$ cat src/rtl/riscv_pkg.sv
// Shared RISC-V decode constants, the ID-stage state enum and the register-use classifier.
package riscv_pkg;

  localparam logic [6:0] OP_R      = 7'b0110011;
  localparam logic [6:0] OP_IMM    = 7'b0010011;
  localparam logic [6:0] OP_IMMW   = 7'b0011011;
  localparam logic [6:0] OP_LOAD   = 7'b0000011;
  localparam logic [6:0] OP_STORE  = 7'b0100011;
  localparam logic [6:0] OP_BRANCH = 7'b1100011;
  localparam logic [6:0] OP_LUI    = 7'b0110111;
  localparam logic [6:0] OP_AUIPC  = 7'b0010111;
  localparam logic [6:0] OP_JAL    = 7'b1101111;
  localparam logic [6:0] OP_JALR   = 7'b1100111;

  typedef enum logic [1:0] {
    ST_EMPTY = 2'd0,
    ST_READY = 2'd1,
    ST_STALL = 2'd2
  } id_state_t;

  typedef struct packed {
    logic uses_rs1;
    logic uses_rs2;
    logic writes_rd;
  } reg_use_t;

  function automatic reg_use_t classify(input logic [6:0] op, input logic [4:0] rd);
    reg_use_t u;
    u.uses_rs1  = !(op == OP_LUI || op == OP_AUIPC || op == OP_JAL);
    u.uses_rs2  = (op == OP_R || op == OP_STORE || op == OP_BRANCH);
    u.writes_rd = (op == OP_R || op == OP_IMM || op == OP_IMMW || op == OP_LUI ||
                   op == OP_AUIPC || op == OP_JAL || op == OP_JALR || op == OP_LOAD) &&
                  (rd != 5'd0);
    return u;
  endfunction

endpackage

$ cat src/rtl/id_scoreboard.sv
// Register busy scoreboard: one set port, one clear port, rs1/rs2/rd read ports.
// busy_nxt exposes the value the scoreboard will hold after this edge.
module id_scoreboard (
  input  logic        clk,
  input  logic        reset,
  input  logic        set_en,
  input  logic [4:0]  set_idx,
  input  logic        clr_en,
  input  logic [4:0]  clr_idx,
  input  logic [4:0]  rs1_idx,
  input  logic [4:0]  rs2_idx,
  input  logic [4:0]  rd_idx,
  output logic        rs1_busy,
  output logic        rs2_busy,
  output logic        rd_busy,
  output logic [31:0] busy_nxt
);

  logic [31:0] busy_q;

  // Clear is applied before set so a same-register set and clear leaves the bit set.
  always_comb begin
    busy_nxt = busy_q;
    if (clr_en) busy_nxt[clr_idx] = 1'b0;
    if (set_en) busy_nxt[set_idx] = 1'b1;
    busy_nxt[0] = 1'b0;
  end

  always_ff @(posedge clk) begin
    if (reset) busy_q <= '0;
    else       busy_q <= busy_nxt;
  end

  assign rs1_busy = busy_q[rs1_idx];
  assign rs2_busy = busy_q[rs2_idx];
  assign rd_busy  = busy_q[rd_idx];

endmodule

$ cat src/rtl/id_issue_ctrl.sv
// ID-stage holding register, scoreboard hazard check and issue control.
// Define ID_BYPASS_EN to track only loads in the scoreboard (ALU results are bypassed).
module id_issue_ctrl
  import riscv_pkg::*;
(
  input  logic        clk,
  input  logic        reset,
  input  logic        if_valid,
  output logic        if_ready,
  input  logic [31:0] if_instr,
  input  logic [31:0] if_pc,
  output logic [31:0] id_instr,
  output logic [31:0] id_pc,
  input  logic [4:0]  dec_rs1,
  input  logic [4:0]  dec_rs2,
  input  logic [4:0]  dec_rd,
  input  logic [6:0]  dec_opcode,
  output logic        ex_valid,
  input  logic        ex_ready,
  output logic [31:0] ex_instr,
  output logic [31:0] ex_pc,
  input  logic        wb_valid,
  input  logic [4:0]  wb_rd,
  input  logic        flush,
  output logic [1:0]  state_o,
  output logic [15:0] stall_cycles
);

  logic        id_valid_q, id_valid_d;
  logic [31:0] id_instr_q, id_instr_d;
  logic [31:0] id_pc_q, id_pc_d;
  logic [15:0] stall_q;
  id_state_t   state_q, state_d;

  reg_use_t    cur_use, nxt_use;
  logic        rs1_busy, rs2_busy, rd_busy;
  logic [31:0] busy_nxt;
  logic        hazard, nxt_hazard;
  logic        issue, capture, set_en;

  assign cur_use = classify(dec_opcode, dec_rd);
  assign hazard  = id_valid_q & ((cur_use.uses_rs1 & rs1_busy) |
                                 (cur_use.uses_rs2 & rs2_busy) |
                                 (cur_use.writes_rd & rd_busy));

  assign ex_valid = id_valid_q & ~hazard & ~flush;
  assign issue    = ex_valid & ex_ready;
  assign if_ready = (~id_valid_q | issue) & ~flush;
  assign capture  = if_valid & if_ready;

`ifdef ID_BYPASS_EN
  assign set_en = issue & cur_use.writes_rd & (dec_opcode == OP_LOAD);
`else
  assign set_en = issue & cur_use.writes_rd;
`endif

  id_scoreboard u_scoreboard (
    .clk      (clk),
    .reset    (reset),
    .set_en   (set_en),
    .set_idx  (dec_rd),
    .clr_en   (wb_valid),
    .clr_idx  (wb_rd),
    .rs1_idx  (dec_rs1),
    .rs2_idx  (dec_rs2),
    .rd_idx   (dec_rd),
    .rs1_busy (rs1_busy),
    .rs2_busy (rs2_busy),
    .rd_busy  (rd_busy),
    .busy_nxt (busy_nxt)
  );

  assign id_valid_d = capture | (id_valid_q & ~issue & ~flush);
  assign id_instr_d = capture ? if_instr : id_instr_q;
  assign id_pc_d    = capture ? if_pc    : id_pc_q;

  // The state register reflects the next-cycle contents, so the held instruction is
  // re-decoded here against the scoreboard's next value (standard field positions).
  assign nxt_use    = classify(id_instr_d[6:0], id_instr_d[11:7]);
  assign nxt_hazard = (nxt_use.uses_rs1  & busy_nxt[id_instr_d[19:15]]) |
                      (nxt_use.uses_rs2  & busy_nxt[id_instr_d[24:20]]) |
                      (nxt_use.writes_rd & busy_nxt[id_instr_d[11:7]]);

  always_comb begin
    state_d = ST_EMPTY;
    if (id_valid_d) state_d = nxt_hazard ? ST_STALL : ST_READY;
  end

  always_ff @(posedge clk) begin
    if (reset) begin
      state_q    <= ST_EMPTY;
      id_valid_q <= 1'b0;
      id_instr_q <= '0;
      id_pc_q    <= '0;
      stall_q    <= '0;
    end else begin
      state_q    <= state_d;
      id_valid_q <= id_valid_d;
      id_instr_q <= id_instr_d;
      id_pc_q    <= id_pc_d;
      if (state_q == ST_STALL && stall_q != '1) stall_q <= stall_q + 16'd1;
    end
  end

  assign id_instr     = id_instr_q;
  assign id_pc        = id_pc_q;
  assign ex_instr     = id_instr_q;
  assign ex_pc        = id_pc_q;
  assign state_o      = state_q;
  assign stall_cycles = stall_q;

endmodule

$ cat config.mk
export PLATFORM = sky130hd
export DESIGN_NAME = id_issue_ctrl
export DESIGN_NICKNAME = d
export VERILOG_FILES = /design/src/rtl/riscv_pkg.sv /design/src/rtl/id_scoreboard.sv /design/src/rtl/id_issue_ctrl.sv
export SDC_FILE = /design/constraint.sdc
export NUM_CORES = 1
export LEC_CHECK = 0
export CAP_MARGIN = 30
export CORE_ASPECT_RATIO = 1.75
export CORE_MARGIN = 4
export CORE_UTILIZATION = 48
export CTS_BUF_LIST = sky130_fd_sc_hd__clkbuf_8
export CTS_CLUSTER_SIZE = 10
export DETAILED_ROUTE_END_ITERATION = 10
export PLACE_DENSITY = 0.83
export SLEW_MARGIN = 20
export SYNTH_ARGS = -nofsm -noshare
export SYNTH_HDL_FRONTEND = slang
export SYNTH_SLANG_ARGS = --single-unit
$ cat constraint.sdc
create_clock -name clk -period 7 [get_ports clk]
set_clock_uncertainty 0.2 [all_clocks]
set_input_delay 1.4 -clock clk [delete_from_list [all_inputs] [get_ports clk]]
set_output_delay 1.4 -clock clk [all_outputs]
set_load 0.02 [all_outputs]
==> out/qor.log <==
INFO  clock_network  postcts_resize_cnt=0
INFO  route          wl=26,310um
INFO  place          globalplace.congestion=0.9667
INFO  status         status=finished clean
INFO  die            floorplan.rows=60
INFO  critical_path  critPathBufInv=2
INFO  global_routing grt_antenna_before_repair=0
INFO  place          port_buffers=244
INFO  route          drc=0
INFO  synth          syn-num-nets=1,030
INFO  global_routing global_route_usage_over_all_layers=29.18%
INFO  clock_network  clk_latency=430ps
INFO  clock_network  tritoncts_clock_tree=done
INFO  critical_path  timing.setup.critical_path_class=primary input to output pin
INFO  synth          syn_inst=932
INFO  synth          synth_top_area_cell=sky130_fd_sc_hd__dfxtp_1
INFO  die            chip_width=102.6um
INFO  layout         synthToLayoutAreaGrowth=33.97%
INFO  global_routing first_global_vias=7,950
INFO  global_routing grt_max_degree=58
INFO  timing         min_period_over_period=93.09%
INFO  die            core-area=15,390um2
INFO  route          detailedRoute.firstPassIterationCount=5
INFO  timing         achievable-frequency=153.5MHz
INFO  critical_path  worst_setup_path_start_kind=primary input
INFO  die            initial_core_util=48.80%
INFO  critical_path  path_cells=clkdlybuf4s50_1, mux4_2, nor3b_1, o41ai_1, nand2_1, nor2_1, a21oi_1, nor2_1, clkdlybuf4s50_1
INFO  pwr            maximum_resistive_drop_on_vdd=0.0001510V
INFO  synth          mean_syn_cell_area=8.058um2
INFO  timing         rsz_0062_raised_after_global_routing=false
INFO  synth          synthArstFlopShare=0%
INFO  timing         final-setup-viol-count=0
INFO  pwr            pwr_density_cell=179.9nW/um2
INFO  route          first_iteration_detailed_routing_drc_count=620
INFO  clock_network  maximum_number_of_buffers_from_clock_root_to_sink=2
INFO  place          dp.final_hpwl=20,380um
INFO  global_routing global_route_wire_length_before_repair=40,940um
INFO  die            die_y=173.5um
INFO  critical_path  worstPathRequired=5400ps
INFO  clock_network  cts_post_setup_buffers_inserted=0
INFO  critical_path  timing.critical_path.arrival=4920ps
INFO  layout         layout-drive-gt1-share=8.602%
INFO  clock_network  tritoncts.num_buffers=17
INFO  global_routing overflow=0
INFO  timing         final-hold-violation-count=0
INFO  synth          ys_flop_type=sky130_fd_sc_hd__dfxtp_1
INFO  place          postPlaceCellArea=9643um2
INFO  clock_network  clk_pin_slew_worst_paths=70ps
INFO  layout         final_area=10,060um2
INFO  synth          netlist_top_cells_area=sky130_fd_sc_hd__dfxtp_1 (30%), sky130_fd_sc_hd__nand2_1 (7.5%), sky130_fd_sc_hd__buf_4 (6.4%), sky130_fd_sc_hd__a21oi_1 (6.1%), sky130_fd_sc_hd__mux2i_1 (5.7%)
INFO  timing         worst_pin_slew=887.7ps
INFO  clock_network  htree_levels=4
INFO  synth          ys.warnings.count=0
INFO  timing         fin_tns_setup=0ps
INFO  timing         finalMaxSlewViolations=0
INFO  hold_path      min-delay-path-class=flop to flop
INFO  critical_path  critical_path.slowest_cell=sky130_fd_sc_hd__clkdlybuf4s50_1
INFO  synth          yosysSeqAreaShare=30.39%
INFO  critical_path  crit_fanout=9
INFO  layout         layout.cells.most_common=sky130_fd_sc_hd__clkdlybuf4s50_1
INFO  clock_network  cts.hold.buffers_added=0
INFO  route          vias=7,815
INFO  route          detail-route-antenna-nets=0
INFO  pwr            p_leak=0.003739uW
INFO  synth          synth_enable_flop_cells=0
INFO  critical_path  cp-end-kind=output pin
INFO  die            die_area=17,790um2
INFO  route          wire_per_inst=20.21um
INFO  critical_path  critical-path-top-delay-family=buffers and inverters
INFO  run            drv_cap=0
INFO  synth          count_of_state_elements_after_synthesis=114
INFO  critical_path  critPathMaxStageDelay=740ps
INFO  timing         worst_relative_slew_slack=40.62%
INFO  layout         layout.cells.most_common_list=sky130_fd_sc_hd__clkdlybuf4s50_1 (243), sky130_fd_sc_hd__nand2_1 (150), sky130_fd_sc_hd__dfxtp_1 (114)
INFO  layout         antenna_cells=0
INFO  timing         clock_period_minus_final_worst_setup_slack=6516ps
INFO  clock_network  clock_tree.root_cell=sky130_fd_sc_hd__clkbuf_8
INFO  synth          yosysTopAreaCellShare=30.39%
INFO  die            boundaryPins=245
INFO  clock_network  cts_num_sinks=114
INFO  route          viasPerCell=6.002
INFO  synth          netlist_area=7510um2
INFO  synth          synthDistinctLibCells=73
INFO  layout         num-nets-final=1,202
==> cells by family after synthesis <==
| family | share of synthesized area (%) |
|---|---|
| simple gates | 24.11 |
| compound gates | 19.78 |
| buf+inv | 9.863 |
| flops | 30.39 |
| mux | 14.06 |
| xor+xnor | 1.633 |
| fa+ha+maj | 0.1666 |
==> sequential cells by signal (all words and copies together), names as in the netlist <==
signal and cells:
id_valid_q 1, stall_cycles 16, state_o 2, ex_instr 32
u_scoreboard.busy_q 31, ex_pc 32
==> power breakdown <==
| group | leakage [uW] | switching, uW | internal (uW) |
|---|---|---|---|
| sequential | 0.000927 | 29.0 | 672 |
| clock | 0.000218 | 270 | 390 |
| combinational | 0.00259 | 239 | 209 |
==> metrics by stage <==
| step | setup WS [ps] | instances | total power (uW) | utilization (%) | hold slack [ps] |
|---|---|---|---|---|---|
| 2_1_floorplan | 1633 | 932 | 978.6 | - | 342.4 |
| 6_report | 483.9 | 1302 | 1810 | 65.37 | 276.1 |
| 3_3_place_gp | 555.4 | 1271 | 1155 | 62.66 | 256.2 |
| 5_1_grt | 222.4 | 1302 | 1879 | 65.37 | 301.1 |
| 4_1_cts | 478.9 | 1302 | 1813 | 65.37 | 274.7 |
| 3_5_place_dp | 481.2 | 1271 | 1158 | 62.66 | 261.2 |
==> synthesized netlist by cell type, types with 4 or more instances <==
cell type,n
sky130_fd_sc_hd__nor3_1,19
sky130_fd_sc_hd__o21a_1,27
sky130_fd_sc_hd__nand2_1,150
sky130_fd_sc_hd__buf_4,64
sky130_fd_sc_hd__nor2b_1,17
sky130_fd_sc_hd__nor4_1,6
sky130_fd_sc_hd__nand4_1,7
sky130_fd_sc_hd__and3b_1,4
sky130_fd_sc_hd__clkbuf_1,32
sky130_fd_sc_hd__a31oi_1,6
sky130_fd_sc_hd__nand2b_1,7
sky130_fd_sc_hd__o221ai_1,6
sky130_fd_sc_hd__nand3_1,20
sky130_fd_sc_hd__mux4_2,11
sky130_fd_sc_hd__or3b_2,5
sky130_fd_sc_hd__mux2i_4,6
sky130_fd_sc_hd__and3_1,4
sky130_fd_sc_hd__a221oi_1,7
sky130_fd_sc_hd__mux2i_1,43
sky130_fd_sc_hd__buf_6,4
sky130_fd_sc_hd__a22oi_1,5
sky130_fd_sc_hd__nor2_1,98
sky130_fd_sc_hd__a2111oi_0,9
sky130_fd_sc_hd__a21oi_1,92
sky130_fd_sc_hd__and2_1,7
sky130_fd_sc_hd__buf_2,6
sky130_fd_sc_hd__o21ai_0,24
sky130_fd_sc_hd__mux2_2,12
sky130_fd_sc_hd__dfxtp_1,114
sky130_fd_sc_hd__xor2_1,11
sky130_fd_sc_hd__a211oi_1,10
sky130_fd_sc_hd__nand3b_1,14
sky130_fd_sc_hd__or3_1,4
sky130_fd_sc_hd__nor3b_1,6
sky130_fd_sc_hd__inv_1,9
==> routing by layer <==
layer / up-vias / global-route usage [%] / wire length, um
li1: 3633 / - / -
met1: 3665 / 31.11 / 9316
met2: 418 / 50.54 / 13760
met3: 99 / 7.048 / 1771
met4: 0 / 17.08 / 1461
met5: - / 0 / 0
==> worst paths after layout <==
check	startpoint	end	slack, ps	cells after the start
min reg2reg	ex_pc[2]$_SDFFE_PP0N_	ex_pc[2]$_SDFFE_PP0N_	280	2
max	dec_rs1[0]	if_ready	480	9
min	ex_pc[2]$_SDFFE_PP0N_	ex_pc[2]$_SDFFE_PP0N_	280	2
max reg2reg	u_scoreboard.busy_q[19]$_SDFF_PP0_	state_o[1]$_SDFF_PP0_	2420	13
==> worst register-to-register path, stage by stage (launching register included) <==
cell and delay (ps):
sky130_fd_sc_hd__dfxtp_1 350, sky130_fd_sc_hd__mux4_1 510, sky130_fd_sc_hd__mux2_2 270, sky130_fd_sc_hd__or3_1 330, sky130_fd_sc_hd__and4_4 220, sky130_fd_sc_hd__o41ai_4 830, sky130_fd_sc_hd__buf_4 500, sky130_fd_sc_hd__buf_4 350
sky130_fd_sc_hd__a2111oi_0 120, sky130_fd_sc_hd__a41o_1 250, sky130_fd_sc_hd__nand2_1 70, sky130_fd_sc_hd__a211oi_1 50, sky130_fd_sc_hd__a21o_1 180, sky130_fd_sc_hd__o31a_1 240
==> cell type report <==
cell class | instances | area (um2)
repair buffers | 263 | 2595
clock inverters | 13 | 170.2
clock buffers | 18 | 247.7
flip-flops and latches | 114 | 2282
inverters | 9 | 33.78
fillers | 1306 | 5329
well taps | 186 | 232.7
multi-input cells | 699 | 4499
No activity file was read; power rests on OpenSTA's default activity.
